### config.mk
export PLATFORM = sky130hd
export DESIGN_NAME = strength_resolver
export DESIGN_NICKNAME = d
export VERILOG_FILES = /design/src/rtl/strength_pkg.sv /design/src/rtl/strength_bit_reduce.sv /design/src/rtl/strength_resolver.sv
export SDC_FILE = /design/constraint.sdc
export NUM_CORES = 1
export LEC_CHECK = 0
export CORE_MARGIN = 2
export CORE_UTILIZATION = 44
export DETAILED_ROUTE_END_ITERATION = 7
export HOLD_SLACK_MARGIN = 0.06
export PLACE_DENSITY = 0.67
export RECOVER_POWER = 100
export SYNTH_ARGS = -nofsm -noshare
export SYNTH_HDL_FRONTEND = slang
export SYNTH_HIERARCHICAL = 1
export SYNTH_SLANG_ARGS = --single-unit
### constraint.sdc
create_clock -name clk -period 2.8 [get_ports clk]
set_clock_uncertainty 0.2 [all_clocks]
set_input_delay 0.56 -clock clk [delete_from_list [all_inputs] [get_ports clk]]
set_output_delay 0.56 -clock clk [all_outputs]
set_load 0.01 [all_outputs]
### src/rtl/strength_pkg.sv
// Shared types and helpers for the wired-net strength resolver.
// Strength codes follow Verilog ordering, highz (0) through supply (7).
package strength_pkg;

  typedef enum logic [2:0] {
    HIGHZ  = 3'd0,
    SMALL  = 3'd1,
    MEDIUM = 3'd2,
    WEAK   = 3'd3,
    LARGE  = 3'd4,
    PULL   = 3'd5,
    STRONG = 3'd6,
    SUPPLY = 3'd7
  } strength_t;

  // 4-state encoding as {xz, val}
  localparam logic [1:0] FS_ZERO = 2'b00;
  localparam logic [1:0] FS_ONE  = 2'b01;
  localparam logic [1:0] FS_Z    = 2'b10;
  localparam logic [1:0] FS_X    = 2'b11;

  function automatic logic [2:0] max_strength(input logic [2:0] a, input logic [2:0] b);
    return (a > b) ? a : b;
  endfunction

endpackage

### src/rtl/strength_bit_reduce.sv
// Combinational reduction of all drivers of one net bit to the strongest 0 and 1 drive.
// With STRENGTH_RESOLVER_WINNER_EN it also reports the lowest-index driver holding each maximum.
module strength_bit_reduce
  import strength_pkg::*;
#(
  parameter int NUM_DRV = 3
`ifdef STRENGTH_RESOLVER_WINNER_EN
  ,
  parameter int IDX_W   = 1
`endif
) (
  input  logic [NUM_DRV-1:0]   en,
  input  logic [NUM_DRV-1:0]   val,
  input  logic [NUM_DRV*3-1:0] s0,
  input  logic [NUM_DRV*3-1:0] s1,
  output logic [2:0]           m0,
  output logic [2:0]           m1
`ifdef STRENGTH_RESOLVER_WINNER_EN
  ,
  output logic [IDX_W-1:0]     idx0,
  output logic [IDX_W-1:0]     idx1
`endif
);

  always_comb begin
    m0 = '0;
    m1 = '0;
`ifdef STRENGTH_RESOLVER_WINNER_EN
    idx0 = '0;
    idx1 = '0;
`endif
    // strict-greater update keeps the lowest index on ties
    for (int d = 0; d < NUM_DRV; d++) begin
      if (en[d]) begin
        if (val[d]) begin
`ifdef STRENGTH_RESOLVER_WINNER_EN
          if (s1[d*3 +: 3] > m1) idx1 = IDX_W'(d);
`endif
          m1 = max_strength(m1, s1[d*3 +: 3]);
        end else begin
`ifdef STRENGTH_RESOLVER_WINNER_EN
          if (s0[d*3 +: 3] > m0) idx0 = IDX_W'(d);
`endif
          m0 = max_strength(m0, s0[d*3 +: 3]);
        end
      end
    end
  end

endmodule

### src/rtl/strength_resolver.sv
// Two-stage pipelined multi-driver net resolver with contention accounting.
// Optional winner-index output is enabled by defining STRENGTH_RESOLVER_WINNER_EN.
module strength_resolver
  import strength_pkg::*;
#(
  parameter int WIDTH   = 8,
  parameter int NUM_DRV = 3,
  parameter int CNT_W   = 16
) (
  input  logic                       clk,
  input  logic                       rst,
  input  logic                       in_valid,
  input  logic [NUM_DRV-1:0]         drv_en,
  input  logic [NUM_DRV*WIDTH-1:0]   drv_val,
  input  logic [NUM_DRV*3-1:0]       drv_s0,
  input  logic [NUM_DRV*3-1:0]       drv_s1,
  input  logic                       cnt_clr,
  output logic                       out_valid,
  output logic [WIDTH-1:0]           out_val,
  output logic [WIDTH-1:0]           out_xz,
  output logic [WIDTH*3-1:0]         out_str,
  output logic [CNT_W-1:0]           conflict_cnt,
  output logic                       conflict_sticky
`ifdef STRENGTH_RESOLVER_WINNER_EN
  ,
  output logic [WIDTH*((NUM_DRV > 1) ? $clog2(NUM_DRV) : 1)-1:0] win_idx
`endif
);

`ifdef STRENGTH_RESOLVER_WINNER_EN
  localparam int IDX_W = (NUM_DRV > 1) ? $clog2(NUM_DRV) : 1;
  logic [WIDTH*IDX_W-1:0] i0_c, i1_c, s1_i0, s1_i1, win_nxt;
`endif

  logic [WIDTH*3-1:0] m0_c, m1_c, s1_m0, s1_m1;
  logic               s1_valid;
  logic [WIDTH-1:0]   val_nxt, xz_nxt;
  logic [WIDTH*3-1:0] str_nxt;
  logic               any_x;

  for (genvar b = 0; b < WIDTH; b++) begin : g_bit
    logic [NUM_DRV-1:0] bv;
    for (genvar d = 0; d < NUM_DRV; d++) begin : g_drv
      assign bv[d] = drv_val[d*WIDTH + b];
    end
    strength_bit_reduce #(
      .NUM_DRV(NUM_DRV)
`ifdef STRENGTH_RESOLVER_WINNER_EN
      ,
      .IDX_W  (IDX_W)
`endif
    ) u_reduce (
      .en  (drv_en),
      .val (bv),
      .s0  (drv_s0),
      .s1  (drv_s1),
      .m0  (m0_c[b*3 +: 3]),
      .m1  (m1_c[b*3 +: 3])
`ifdef STRENGTH_RESOLVER_WINNER_EN
      ,
      .idx0(i0_c[b*IDX_W +: IDX_W]),
      .idx1(i1_c[b*IDX_W +: IDX_W])
`endif
    );
  end

  always_ff @(posedge clk) begin
    if (rst) begin
      s1_valid <= 1'b0;
      s1_m0    <= '0;
      s1_m1    <= '0;
`ifdef STRENGTH_RESOLVER_WINNER_EN
      s1_i0    <= '0;
      s1_i1    <= '0;
`endif
    end else begin
      s1_valid <= in_valid;
      s1_m0    <= m0_c;
      s1_m1    <= m1_c;
`ifdef STRENGTH_RESOLVER_WINNER_EN
      s1_i0    <= i0_c;
      s1_i1    <= i1_c;
`endif
    end
  end

  always_comb begin
    val_nxt = '0;
    xz_nxt  = '0;
    str_nxt = '0;
`ifdef STRENGTH_RESOLVER_WINNER_EN
    win_nxt = '0;
`endif
    for (int b = 0; b < WIDTH; b++) begin
      if (s1_m0[b*3 +: 3] == 3'd0 && s1_m1[b*3 +: 3] == 3'd0) begin
        {xz_nxt[b], val_nxt[b]} = FS_Z;
      end else if (s1_m1[b*3 +: 3] > s1_m0[b*3 +: 3]) begin
        {xz_nxt[b], val_nxt[b]} = FS_ONE;
        str_nxt[b*3 +: 3]       = s1_m1[b*3 +: 3];
`ifdef STRENGTH_RESOLVER_WINNER_EN
        win_nxt[b*IDX_W +: IDX_W] = s1_i1[b*IDX_W +: IDX_W];
`endif
      end else if (s1_m0[b*3 +: 3] > s1_m1[b*3 +: 3]) begin
        {xz_nxt[b], val_nxt[b]} = FS_ZERO;
        str_nxt[b*3 +: 3]       = s1_m0[b*3 +: 3];
`ifdef STRENGTH_RESOLVER_WINNER_EN
        win_nxt[b*IDX_W +: IDX_W] = s1_i0[b*IDX_W +: IDX_W];
`endif
      end else begin
        {xz_nxt[b], val_nxt[b]} = FS_X;
        str_nxt[b*3 +: 3]       = s1_m0[b*3 +: 3];
      end
    end
    any_x = |(xz_nxt & val_nxt);
  end

  // outputs only load on a valid sample, so they hold between samples
  always_ff @(posedge clk) begin
    if (rst) begin
      out_valid <= 1'b0;
      out_val   <= '0;
      out_xz    <= '1;
      out_str   <= '0;
`ifdef STRENGTH_RESOLVER_WINNER_EN
      win_idx   <= '0;
`endif
    end else begin
      out_valid <= s1_valid;
      if (s1_valid) begin
        out_val <= val_nxt;
        out_xz  <= xz_nxt;
        out_str <= str_nxt;
`ifdef STRENGTH_RESOLVER_WINNER_EN
        win_idx <= win_nxt;
`endif
      end
    end
  end

  always_ff @(posedge clk) begin
    if (rst || cnt_clr) begin
      conflict_cnt    <= '0;
      conflict_sticky <= 1'b0;
    end else if (s1_valid && any_x) begin
      if (conflict_cnt != '1) conflict_cnt <= conflict_cnt + CNT_W'(1);
      conflict_sticky <= 1'b1;
    end
  end

endmodule

### Word level (Yosys, flattened, before mapping)

Cells that the tools add are included.
Widths: inputs -> output; s select.

* output and inout port bits: 58
* logic and storage cells: 276
* bits in latches: 0
* memory bits (writable): 0
* input bits: 49
* memories kept: 0
* memory bits (read-only): 0
* flip-flop bits (word level): 107

* div/mod/pow operators: 0
* multipliers: 0
* add/sub/neg operators: 1
* bitwise operators: 1
* muxes and demuxes: 186
* shift-type cells: 0
* reduce and logical (&&, ||, !) cells: 28
* order comparisons: 50
* equal/unequal tests: 1

Operators with widths (count)
* $mux 3: 146
* $gt 3x3->1: 48
* $logic_not 3->1: 16
* $mux 1: 40
* $add 16x1->16 const B: 1
* $ne 16x16->1 const B: 1
* $logic_and 1x1->1: 9
* $and 8x8->8: 1
* $reduce_or 8->1: 1
* $gt 1x3->1 const A: 2
* $reduce_and 2->1: 1
* $logic_or 1x1->1: 1

### Depth between registers and ports, before layout

* word-level depth: 12
* gate-level depth with buffers: 13
* gate-level depth less buffers: 13

### Cells and area by module

Netlist, hierarchy kept.

By module, submodules not included
* strength_resolver: times used 1, area each 4723.3 sq um, cells an instance 530, sequential area each 2142.1 sq um
* strength_bit_reduce (g_bit[3].u_reduce ...): times used 5, area each 611.8 sq um, cells an instance 87, sequential area each 0.0 sq um
* strength_bit_reduce (g_bit[0].u_reduce ...): times used 2, area each 614.3 sq um, cells an instance 87, sequential area each 0.0 sq um
* strength_bit_reduce (g_bit[2].u_reduce): times used 1, area each 616.8 sq um, cells an instance 87, sequential area each 0.0 sq um

### Worst setup path before layout

OpenSTA, ideal clock, no wires.

* kind: input-to-reg
* from: input port drv_s0[2]
* to: register s1_m0[7]
* data required time: 2.534 ns
* arrival time: 2.714 ns
* buffers on the path: 0
* cell stages on the path: 11
* setup slack: -0.180 ns
* library setup time: 0.066 ns
* cells stage by stage: and3b_1 > ha_1 > and4b_1 > and3_1 > a31oi_1 > nand2_1 > ha_1 > a211o_1 > a21o_1 > a31oi_1 > nor2b_1

* longest elaborated chain between the ends: 12

RTL lines
* start, declared: line strength_resolver.sv:15 `input logic [NUM_DRV*3-1:0] drv_s0,`
* $gt 1x3->1: line strength_pkg.sv:23 `return (a > b) ? a : b;`
* $mux 3 (*): line strength_pkg.sv:23
* $mux 3 (*): line strength_bit_reduce.sv:35 `if (val[d]) begin`
* $mux 3 (*): line strength_bit_reduce.sv:34 `if (en[d]) begin`
* $gt 3x3->1: line strength_pkg.sv:23
* $mux 3: line strength_pkg.sv:23
* $mux 3: line strength_bit_reduce.sv:35
* $mux 3 (*): line strength_bit_reduce.sv:34
* $gt 3x3->1: line strength_pkg.sv:23
* $mux 3: line strength_pkg.sv:23
* $mux 3: line strength_bit_reduce.sv:35
* $mux 3 (*): line strength_bit_reduce.sv:34
* net m0_c[7]: line strength_resolver.sv:35 `logic [WIDTH*3-1:0] m0_c, m1_c, s1_m0, s1_m1;`
* end signal, assigned: line strength_resolver.sv:78 `s1_m0 <= m0_c;`
* end, declared: line strength_resolver.sv:35

Mark *: on every way through the listed nets, which the timed path passes. The rest lies on a longest branch.
A chain may end at the register's enable or synchronous reset.

### Worst setup path in the final report

* from: input port drv_en[0]
* to: register s1_m0[22]

* longest elaborated chain between the ends: 9

RTL lines
* start, declared: line strength_resolver.sv:13 `input logic [NUM_DRV-1:0] drv_en,`
* $mux 3 (*): line strength_bit_reduce.sv:34
* $gt 3x3->1: line strength_pkg.sv:23
* $mux 3: line strength_pkg.sv:23
* $mux 3: line strength_bit_reduce.sv:35
* $mux 3 (*): line strength_bit_reduce.sv:34
* $gt 3x3->1: line strength_pkg.sv:23
* $mux 3: line strength_pkg.sv:23
* $mux 3: line strength_bit_reduce.sv:35
* $mux 3 (*): line strength_bit_reduce.sv:34
* net m0_c[22]: line strength_resolver.sv:35

Marked as above.

==> flow_metrics.env <==
export IMPL_critPathKind="input port to register"
export IMPL_drt_wl_total_um=45300
export IMPL_tritoncts="yes"
export IMPL_p_switching_mw=2.24
export IMPL_antennaDiodeCount=0
export IMPL_fin_crit_ns=3.39
export IMPL_syn_area_per_cell_um2=7.85
export IMPL_hold_worst_slack_ns=0.266
export IMPL_power_density_mw_per_mm2=354
export IMPL_use_met3=0.0342
export IMPL_synth_cell_type_count=50
export IMPL_syn_area_mm2=0.00963
export IMPL_clk_latency_ns=0.35
export IMPL_finalSetupViolations=48
export IMPL_ant_nets=0
export IMPL_die_y_um=152
export IMPL_numCtsBuffers=9
export IMPL_crit_path_max_fanout=7
export IMPL_grt_pass1_vias=11300
export IMPL_gp_congestion=0.886
export IMPL_synthCells=1226
export IMPL_fill_cells=1185
export IMPL_cpPeakStageDelay_ns=0.43
export IMPL_dp_hpwl_um=21300
export IMPL_grt_util_met2=0.507
export IMPL_synth_seq_cells=107
export IMPL_die_x_um=152
export IMPL_start_kind="input port"
export IMPL_row_count=54
export IMPL_synth_top_cells_by_count="ha_1, inv_1, dfxtp_1"
export IMPL_finalWorstSetupSlack_ns=-0.595
export IMPL_pwr_share_clk=0.219
export IMPL_crit_chain="buf_12, buf_12, buf_12, and3b_2, ha_4, or3b_4, o21ai_4, nand2_1, ha_4, nor2_2, a31oi_2, buf_4, a211oi_2, a31oi_1, nor2b_1"
export IMPL_r2r_setup_slack_ns=0.24
export IMPL_ctsRootBufferMaster="clkbuf_16"
export IMPL_die_area_mm2=0.0231
export IMPL_internal_power_mw=3.94
export IMPL_required_ns=2.87
export IMPL_seq_area_frac_synth=0.222
export IMPL_cts_htree_levels=3
export IMPL_layout_nets=1865
export IMPL_slew_headroom=0.238
export IMPL_synth_most_common_cell="ha_1"
export IMPL_via_per_inst=6.34
export IMPL_setup_worst_path_end_class="register"
export IMPL_synth_area_leaders="dfxtp_1, ha_1, a31oi_1"
export IMPL_start_util=0.445
export IMPL_cp_slowest_cell="or3b_4"
export IMPL_switching_share=0.363
export IMPL_use_met1=0.356
export IMPL_core_area_mm2=0.0216
export IMPL_numPortBuffers=106
export IMPL_leakage_nw=7.18
export IMPL_vias=12500
export IMPL_dr_pass1_iters=5
export IMPL_critical_path_top_delay_family="simple AND/OR/NAND/NOR gates"
export IMPL_grt_usage=0.290
export IMPL_tightest_slew_ns=1.14
export IMPL_yosysWarnings=6
export IMPL_synth_top_area_share=0.222
export IMPL_p_seq_frac=0.277
export IMPL_drc=0
export IMPL_synth_edf_count=0
export IMPL_worstPathArrival_ns=3.46
export IMPL_drtIter0Drc=1016
export IMPL_path_common_cell="buf_12"
export IMPL_grt_overflow_total=0
export IMPL_ioPinCount=107
export IMPL_period_share=1.21
export IMPL_cts_sinks=107
export IMPL_violations="setup timing"
export IMPL_routedWlPerCell_um=22.9
export IMPL_grt_pass1_wl_um=55800
export IMPL_final_area_mm2=0.0174
export IMPL_finalHoldViolCount=0
export IMPL_finalMaxSlewViolations=0
export IMPL_path_buf_inv=4
export IMPL_power_frac_comb=0.503
export IMPL_top_usage_layer="met2"
export IMPL_synth_net_count=1396
export IMPL_async_flop_share=0
export IMPL_drv_cap=0
export IMPL_fmax_mhz=295
export IMPL_ir_worst_vdd_v=0.000261
export IMPL_rsz0062_at_grt="yes"
export IMPL_postPlaceCellArea_mm2=0.0135
export IMPL_grt_max_degree=92
export IMPL_status="complete, but fails checks"
export IMPL_antenna_found_initial=1
export IMPL_path_clk_slew_ns=0.07
export IMPL_worstHoldPathType="register to register"
export IMPL_drive_gt1_frac=0.492
export IMPL_areaGrowthSynthToFinish_pct=81.1
export IMPL_max_clock_path_buffers=2
export IMPL_synth_flop_cell="dfxtp_1"
export IMPL_yosys_area_top_type="dfxtp_1"
## path summary, 6_finish.rpt
path / endpoint / start / cells after the start
setup / recovery: s1_m0[22] / drv_en[0] / 15
hold / removal: out_val[0] / out_val[0] / 2
setup reg to reg: conflict_cnt[15] / s1_m1[5] / 9
hold reg to reg: out_val[0] / out_val[0] / 2
## cell type report
type / count / area [µm²] / share of cell area
sequential: 107 / 2140 / 0.123
inverter: 114 / 430 / 0.0247
multi-input combinational: 980 / 9830 / 0.564
clock inverter: 5 / 77.6 / 0.00445
timing repair buffer: 483 / 4370 / 0.251
clock buffer: 11 / 233 / 0.0133
tap: 280 / 350 / 0.0201
## power by group through the flow
stage / Clock (mW) / Combinational [mW] / Sequential [mW]
floorplan: 0 / 1.26 / 1.74
detailed placement: 0 / 2.07 / 1.74
global placement: 0 / 2.02 / 1.74
global route: 1.43 / 3.26 / 1.72
CTS: 1.37 / 2.53 / 1.71
finish: 1.35 / 3.11 / 1.71
## through the flow
stage,power (mW),std cells,setup slack [ns],utilization,TNS (ns)
global placement,3.76,1807,-1.04,0.623,-46.54
CTS,5.61,1946,-0.252,0.744,-8.00
global route,6.41,1980,-0.618,0.806,-19.94
finish,6.18,1980,-0.595,0.806,-18.09
floorplan,3.00,1226,-0.120,-,-2.44
detailed placement,3.81,1807,-1.12,0.623,-49.55
## cells by family (layout without fill, tap and decap cells)
family          count (synthesis)  count (layout)  synth area share
simple gates                  480             480             0.293
mux                            16              16            0.0166
compound gates                363             363             0.255
fa+ha+maj                     121             121             0.157
buf+inv                       139             613            0.0561
flops                         107             107             0.222
## repair_timing
item	CTS	global route
resized for setup	305	198
hold buffers	0	0
cloned	9	1
pin swaps	157	128
setup buffers	114	37
setup endpoints to repair	48	48
## state kept, by name, indices dropped and copies added (netlist names)
register	cells
out_str	24
s1_m0	24
s1_m1	24
conflict_cnt	16
out_val	8
out_xz	8
conflict_sticky	1
out_valid	1
s1_valid	1
## cell usage in the layout (no fill, tap or decap), drive strengths merged, types with 9 or more instances in the layout
master and count:
a21oi 52, nand2 72, a211oi 72, nand3b 16
o21a 9, o211ai 10, and3 48, nand2b 32
a21o 17, clkbuf 13, and4 10, clkdlybuf4s50 79
mux2i 16, and3b 16, nand3 62, o21ai 58
dfxtp 107, nor3b 11, a211o 32, buf 390
nor2 67, a31oi 96, nor4 9, ha 121
and2 25, inv 114, nor2b 74
## routing by layer
layer,wire length (µm),vias to the layer above
li1,-,5510
met1,16900,5785
met2,20500,881
met3,3850,369
met4,4100,2
met5,12,-
## worst register-to-register path, stage by stage (launching register included)
cell     delay (ns)
dfxtp_1        0.40
inv_1          0.09
ha_1           0.31
nand3_1        0.10
a21oi_1        0.17
a22oi_1        0.17
and4_1         0.24
buf_12         0.16
or4_1          0.51
a21oi_1        0.14
(Power assumes the default switching activity.)
